File: config.mk
export PLATFORM = sky130hd
export DESIGN_NAME = instr_trace_sequencer
export DESIGN_NICKNAME = d
export VERILOG_FILES = /design/src/rtl/instr_trace_sequencer.sv
export SDC_FILE = /design/constraint.sdc
export NUM_CORES = 2
export LEC_CHECK = 0
export ABC_AREA = 1
export BUFFER_PORTS_ARGS = -buffer_cell sky130_fd_sc_hd__buf_2
export CORE_UTILIZATION = 45
export DETAILED_ROUTE_END_ITERATION = 8
export PLACE_DENSITY_LB_ADDON = 0.05
export SYNTH_ARGS = -nofsm -noshare
export SYNTH_HDL_FRONTEND = slang
export SYNTH_SLANG_ARGS = --single-unit
File: constraint.sdc
create_clock -name clk_i -period 8.5 [get_ports clk_i]
set_input_delay 0.85 -clock clk_i [delete_from_list [all_inputs] [get_ports clk_i]]
set_output_delay 0.85 -clock clk_i [all_outputs]
set_load 0.01 [all_outputs]
File: src/rtl/instr_trace_sequencer.sv
// instr_trace_sequencer: classifies committed instructions, filters them by class and serializes them into a trace FIFO.
// Entries that find no room are dropped and counted, so commit is never stalled.
module instr_trace_sequencer #(
  parameter int NrCommitPorts = 2,
  parameter int FifoDepth     = 8,
  parameter int VLEN          = 32,
  parameter int CntWidth      = 16
) (
  input  logic                          clk_i,
  input  logic                          rst_ni,
  input  logic                          flush_i,
  input  logic                          enable_i,
  input  logic [7:0]                    class_mask_i,
  input  logic [NrCommitPorts-1:0]      commit_valid_i,
  input  logic [NrCommitPorts*VLEN-1:0] commit_pc_i,
  input  logic [NrCommitPorts*32-1:0]   commit_instr_i,
  output logic                          trace_valid_o,
  input  logic                          trace_ready_i,
  output logic [VLEN-1:0]               trace_pc_o,
  output logic [31:0]                   trace_instr_o,
  output logic                          trace_compressed_o,
  output logic [2:0]                    trace_class_o,
  output logic [CntWidth-1:0]           trace_seq_o,
  output logic [$clog2(FifoDepth):0]    fifo_usage_o,
  output logic [CntWidth-1:0]           drop_cnt_o,
  output logic                          overflow_o
);
  localparam int PW = $clog2(FifoDepth);
  localparam int UW = PW + 1;
  localparam int KW = UW > 3 ? UW : 3;

  typedef struct packed {
    logic [VLEN-1:0]     pc;
    logic [31:0]         instr;
    logic                comp;
    logic [2:0]          cls;
    logic [CntWidth-1:0] seq;
  } entry_t;

  function automatic logic [2:0] classify(input logic [31:0] i);
    logic [2:0] f3;
    f3 = i[15:13];
    if (i[1:0] == 2'b11) begin
      case (i[6:0])
        7'b0000011, 7'b0000111:             return 3'd1;
        7'b0100011, 7'b0100111:             return 3'd2;
        7'b1100011, 7'b1101111, 7'b1100111: return 3'd3;
        7'b1110011:                         return 3'd4;
        7'b0001011:                         return 3'd5;
        7'b1011011:                         return 3'd6;
        7'b0101111:                         return 3'd7;
        default:                            return 3'd0;
      endcase
    end
    if (i[15:0] == 16'h9002) return 3'd4;
    if (i[1:0] == 2'b01) return (f3 == 3'd1 || f3 >= 3'd5) ? 3'd3 : 3'd0;
    // quadrants 00 and 10 share the load/store funct3 layout
    if (f3 inside {3'd1, 3'd2, 3'd3}) return 3'd1;
    if (f3 >= 3'd5) return 3'd2;
    return (i[1:0] == 2'b10 && f3 == 3'd4 && i[6:2] == 5'd0 && i[11:7] != 5'd0) ? 3'd3 : 3'd0;
  endfunction

  entry_t                mem [FifoDepth];
  entry_t                ent [NrCommitPorts];
  logic [PW-1:0]         rptr, wptr;
  logic [UW-1:0]         usage;
  logic [CntWidth-1:0]   seq, drop;
  logic                  ovf, pop;
  logic [2:0]            cls [NrCommitPorts];
  logic [NrCommitPorts-1:0] qual, wr;
  logic [KW-1:0]         idx [NrCommitPorts];
  logic [KW-1:0]         free, n_q, n_wr, n_drop;
  logic [CntWidth:0]     dsum;
  logic [31:0]           raw;

  always_comb begin
    free = KW'(FifoDepth) - KW'(usage);
    n_q  = '0;
    n_wr = '0;
    raw  = '0;
    for (int p = 0; p < NrCommitPorts; p++) begin
      raw     = commit_instr_i[p*32 +: 32];
      cls[p]  = classify(raw);
      qual[p] = commit_valid_i[p] & enable_i & class_mask_i[cls[p]];
      idx[p]  = n_q;
      wr[p]   = qual[p] && (n_q < free);
      ent[p]  = '{pc:    commit_pc_i[p*VLEN +: VLEN],
                  instr: raw[1:0] != 2'b11 ? {16'h0, raw[15:0]} : raw,
                  comp:  raw[1:0] != 2'b11,
                  cls:   cls[p],
                  seq:   seq + CntWidth'(n_q)};
      n_q     = n_q + KW'(qual[p]);
      n_wr    = n_wr + KW'(wr[p]);
    end
    n_drop = n_q - n_wr;
    dsum   = {1'b0, drop} + (CntWidth+1)'(n_drop);
    pop    = (usage != '0) & trace_ready_i;
  end

  always_ff @(posedge clk_i or negedge rst_ni) begin
    if (!rst_ni) begin
      for (int i = 0; i < FifoDepth; i++) mem[i] <= '0;
      rptr  <= '0;
      wptr  <= '0;
      usage <= '0;
      seq   <= '0;
      drop  <= '0;
      ovf   <= 1'b0;
    end else if (flush_i) begin
      rptr  <= '0;
      wptr  <= '0;
      usage <= '0;
      seq   <= '0;
      drop  <= '0;
      ovf   <= 1'b0;
    end else begin
      for (int p = 0; p < NrCommitPorts; p++)
        if (wr[p]) mem[wptr + PW'(idx[p])] <= ent[p];
      wptr  <= wptr + PW'(n_wr);
      rptr  <= rptr + PW'(pop);
      usage <= usage + UW'(n_wr) - UW'(pop);
      seq   <= seq + CntWidth'(n_q);
      if (n_drop != '0) begin
        ovf  <= 1'b1;
        drop <= dsum[CntWidth] ? '1 : dsum[CntWidth-1:0];
      end
    end
  end

  assign trace_valid_o      = usage != '0;
  assign trace_pc_o         = mem[rptr].pc;
  assign trace_instr_o      = mem[rptr].instr;
  assign trace_compressed_o = mem[rptr].comp;
  assign trace_class_o      = mem[rptr].cls;
  assign trace_seq_o        = mem[rptr].seq;
  assign fifo_usage_o       = usage;
  assign drop_cnt_o         = drop;
  assign overflow_o         = ovf;
endmodule
# After elaboration in Yosys (flattened, before gate mapping)
# Cells that the tools add are included.
# classes
addsub	12
n_lt_le_gt_ge	11
eq_ne	40
mux	83
bitwise_logic	8
n_reduce_logical	27
# op_table
cell	count
two-way mux 672 bit	3
bitwise mux 672 bit	2
demux 84 bit (select 3 bit)	2
two-way mux 84 bit	4
binary-select mux 84 bit (select 3 bit)	1
equality test 7 bit, second input constant	10
two-way mux 3 bit	22
two-way mux 16 bit	4
two-way mux 32 bit	2
equality test 7 x 6 -> 1 bit, second input constant	6
case mux 3 bit (7 select lines)	2
two-way mux 1 bit	34
equality test 16 bit, second input constant	2
adder 16 x 4 -> 17 bit	1
adder 16 x 1 -> 16 bit	1
adder 16 x 2 -> 16 bit	1
equality test 7 x 2 -> 1 bit, second input constant	2
equality test 7 x 3 -> 1 bit, second input constant	2
equality test 7 x 4 -> 1 bit, second input constant	2
equality test 3 x 2 -> 1 bit, second input constant	4
>= comparator 4 bit, second input constant	3
inverter 3 -> 4 bit	3
logical AND 1 bit	10
zero test 5 bit	2
other kinds (28)	56
# word_totals
register_bits	715
inputBits	143
out_inout_bits	106
word_cells	227

# Logic depth before layout (Yosys ltp)
# depth
ltp_word	28
mapped_depth	36
depth_no_buf	33

# Least setup slack after synthesis
# No wires, ideal clock.
# synth_timing
path_kind	input to register
startpoint	input commit_instr_i[1]
endpoint	register drop[4] (netlist: drop_cnt_o[4])
setup_time_ns	0.085
t_arrival_ns	5.466
t_required_ns	8.415
slack_ns	2.950
stages	33
path_buffers	5
cell_sequence	buf_4 > nand2_2 > buf_6 > nor2_1 > nand2_1 > nand2_1 > inv_2 > nand3_2 > nand2_1 > nand2_1 > inv_1 > nand2_1 > nand3_1 > nand2_1 > nand2_1 > nand2_1 > a21oi_4 > buf_2 > buf_2 > ha_1 > ha_1 > fa_1 > fa_1 > o21ai_0 > a21oi_1 > nor3_1 > nand2_1 > nor2_1 > nand3_1 > nor2_1 > clkbuf_1 > o21ai_0 > o21ai_0
# synth_between
elab_chain_cells	24
elab_cells_between_ends	54
cone_classes	add/sub (4); order compare (1); eq/ne (15); mux (23); bitwise (1); reduce/logical (10)
# synth_rtl
element	line	rtl
start: declaration	16	input logic [NrCommitPorts*32-1:0] commit_instr_i,
equality test 7 bit, or another cell as far along	44	case (i[6:0])
OR reduction 3 bit / OR reduction 2 bit (equally long branches)	44	
case mux 3 bit (7 select lines)	44	
two-way mux 3 bit	43	if (i[1:0] == 2'b11) begin
two-way mux 3 bit	55	if (i[15:0] == 16'h9002) return 3'd4;
two-way mux 3 bit	56	if (i[1:0] == 2'b01) return (f3 == 3'd1 || f3 >= 3'd5) ? 3'd3 : 3'd0;
two-way mux 3 bit	58	if (f3 inside {3'd1, 3'd2, 3'd3}) return 3'd1;
two-way mux 3 bit	59	if (f3 >= 3'd5) return 3'd2;
[8 not listed]	n/a	
less-than comparator 1 x 4 -> 1 bit	86	wr[p] = qual[p] && (n_q < free);
logical AND 1 bit	86	
adder 1 x 1 -> 2 bit	93	n_wr = n_wr + KW'(wr[p]);
subtractor 2 x 2 -> 3 bit *	95	n_drop = n_q - n_wr;
adder 16 x 4 -> 17 bit	96	dsum = {1'b0, drop} + (CntWidth+1)'(n_drop);
two-way mux 16 bit	125	drop <= dsum[CntWidth] ? '1 : dsum[CntWidth-1:0];
two-way mux 16 bit	123	if (n_drop != '0) begin
two-way mux 16 bit	109	end else if (flush_i) begin
end signal: assignment	125	
end: declaration	67	logic [CntWidth-1:0] seq, drop;
# Every way passes the cells marked *; elsewhere a longest branch is shown, timed or not. The select of a mux whose other input is x is not followed.
# A chain may end at the register's enable or synchronous reset.

# Worst setup path after layout
# layout_timing
startpoint	input commit_instr_i[1]
endpoint	register drop[15] (netlist: drop_cnt_o[15])
# Same word-level chain as after synthesis.

==> reports/metrics.csv <==
metric,value,unit
status,"complete, no violations",
worst-path fanout max,90,
clk_lat worst skew,0.72,ns
Slew HR,0.141,
proportion of layout cells with a drive suffix above 1,0.0573,
vias per inst,5.90,
Setup crit end,drop_cnt_o[15],
CTS resizes,0,
Setup Buffers After CTS,0,
TritonCTS Buffers,94,
Tightest Pin Transition,1.29,ns
final wirelength,252,mm
Final Hold Viols,0,
number of core rows,130,
first-pass GRT wire length,384,mm
arrival time worst endpoint,7.19,ns
Buffers on Ports,248,
CTS H-Tree Depth,3,
Most common cell on crit path,nand2_1,
crit path from,commit_instr_i[1],
placed insts,11200,
"setup slack, reg-to-reg",2.66,ns
Setup Skew,0.0243,ns
Compound-Gate Fraction of Synth Area,0.122,
Post-Syn Area,57600,µm²
gr ovfl total,0,
unrepaired setup endpoints after global routing,false,
Synth Register Bits,715,
Met2 Wirelength,112,mm
Pwr Density,252,nW/µm²
Crit path buffers/inverters,4,
die footprint,130000,µm²
leakage,0.0338,µW
critical path class,input pin to flip-flop,
max layer used,met5,
Max IR drop VDD,204,µV
post-synthesis adder-cell area fraction,0.00695,
Syn Inst Count,9983,
met3 WL post-DR,26.8,mm
maxcap violations,0,
clock root buffer,clkbuf_16,
via count,66900,
main combinational cell family by area after synthesis,simple AND/OR/NAND/NOR gates,
Detail Route Antenna Nets,0,
Syn Nets,10200,
"Req. time, crit path",9.13,ns
final setup fails,0,
fin. max-slew vios,0,
synthesis-to-layout area growth,7.45,%
Worst path max stage delay,0.64,ns
Final Critical Period,6.56,ns
multiplexer area fraction after synthesis,0,
CTS sink cnt,715,
post-synthesis simple-gate area fraction,0.436,
Routed wire per std cell,22.2,µm
maximum clock rate,152,MHz
Initial Util,0.456,
die width,360,µm
hold_buf cts,0,
R2R Path Start,fifo_usage_o[0],
Crit. End Element,flip-flop,
Final Wtd Congestion,0.893,
number of library cell types mapped by synthesis,37,
crit-path leading delay family,simple AND/OR/NAND/NOR gates,
initial DRC count,8220,
Total Neg Setup Slack,0,ns
Crit-path slowest cell,nor2_1,
CTS tree,done,
Syn Area/Cell,5.77,µm²
non-filler instance count after layout,11300,
number of global-route vias before repair,62900,
Core ar.,126000,µm²
Yosys warning count,0,
IO Pins,249,
Final Cell Area,61900,µm²
post-synthesis xor/xnor area fraction,0.00441,
crit share post-route,0.772,
Worst Hold Class,input pin to async pin,
reg2reg path depth,19,
Layout Nets,9780,
largest net degree at the start of global routing,242,
Area after DPL,58800,µm²
"CTS clk-pin slew, worst paths",0.06,ns
post-layout util,0.490,
GRT Util Overall,0.377,
initial antenna violation count,21,
FF-to-FF End,drop_cnt_o[15],
DRC Markers,0,
sequential fraction of the synthesis area,0.310,
M1 WL,103,mm
drt first pass iters,8,
Die Ht,360,µm
DP Wirelength,127,mm
CP startpoint kind,input pin,
CTS Buffer Depth,3,
Critical Path Stages,28,
[cells by family after synthesis]
logic type                 Yosys count
and+or+nand+nor                   6092
buffers and inverters             1758
AOI/OAI and AO/OA                 1360
DFF                                715
xor gates and xnor gates            29
adders and majority gates           29
[synth_stat cells (all sizes together)]
cell,instances,area share
o22ai,69,0.0075
nor2,697,0.046
ha,24,0.0052
clkbuf,504,0.033
xnor2,4,0.00061
fa,5,0.0017
or2,3,0.00033
nor4,1,0.00037
clkinv,4,0.00026
dfrtp,715,0.31
nand3b,2,0.00026
a31oi,85,0.0092
and2,1,0.00011
buf,314,0.026
a21oi,138,0.012
nand3,1053,0.092
inv,936,0.061
a22oi,1,0.00013
o21a,1,0.00013
o21ai,1063,0.092
nand2,3972,0.26
a211oi,1,0.00013
nand4,348,0.038
o211ai,2,0.00026
xor2,25,0.0038
nor3,15,0.0013
[placed cells by master, fill, tap and decap left out, types with 3 or more instances in the layout]
master     count
inv_1        908
inv_6          7
clkbuf_1      27
nand2_4        6
a31oi_1       85
buf_12        18
xnor2_1        4
nand3_1     1051
nand4_1      348
xor2_1        25
a21oi_1      136
nand2_1     3962
inv_2         17
nor2_1       681
inv_8          5
nor3_1        15
buf_2        246
diode_2        7
bufinv_16      6
clkinv_1       3
dfrtp_1      713
clkbuf_16     97
clkinv_2       8
ha_1          23
nor2_2         4
clkbuf_8      26
nor2_4        12
fa_1           5
o22ai_1       69
o21ai_0     1063
nand2_2        4
inv_4          4
buf_4         81
[layout make-up]
class                   instances  area, µm²
diodes                          7       17.5
clock inverters                20        270
clock buffers                 150       2890
flip-flops and latches        715      17900
well taps                    1650       2060
repair buffers                347       2230
fillers                     13300      64400
inverters                     940       3590
multi-input cells            7510      33000
[registers in the layout (all words and copies together), names as in the netlist]
signal,count
drop_cnt_o,16
wptr,3
fifo_usage_o,4
mem,672
rptr,3
overflow_o,1
seq,16
[power breakdown]
part | internal, µW | switching (µW)
Clock | 2490 | 1750
Combinational | 1920 | 4720
Sequential | 4080 | 645
[worst min-delay path by stage]
stage          cells after the start  slack (ns)          to  startpoint
2_1_floorplan                      2        0.46    mem[168]    mem[168]
3_3_place_gp                       2        0.47  overflow_o  overflow_o
3_5_place_dp                       2        0.47    mem[387]    mem[387]
4_1_cts                            1        0.16    mem[496]      rst_ni
5_1_grt                            1        0.22    mem[496]      rst_ni
6_report                           1        0.17    mem[496]      rst_ni
[per-stage QoR]
step                      setup slack [ns]  hold WS, ns  total power (µW)
after floorplan                       2.95        0.456              8910
after global placement                1.29        0.467             11200
after detailed placement              1.25        0.473             11200
after CTS                             2.01        0.164             15500
after global routing                  1.26        0.219             16500
final                                 1.94        0.168             15600
[per-layer routing]
metal | global-route usage | up-vias
li1 | - | 31000
met1 | 0.503 | 31500
met2 | 0.599 | 3739
met3 | 0.0685 | 676
met4 | 0.159 | 26
met5 | 0 | -
Power figures use the tool's default switching activity.
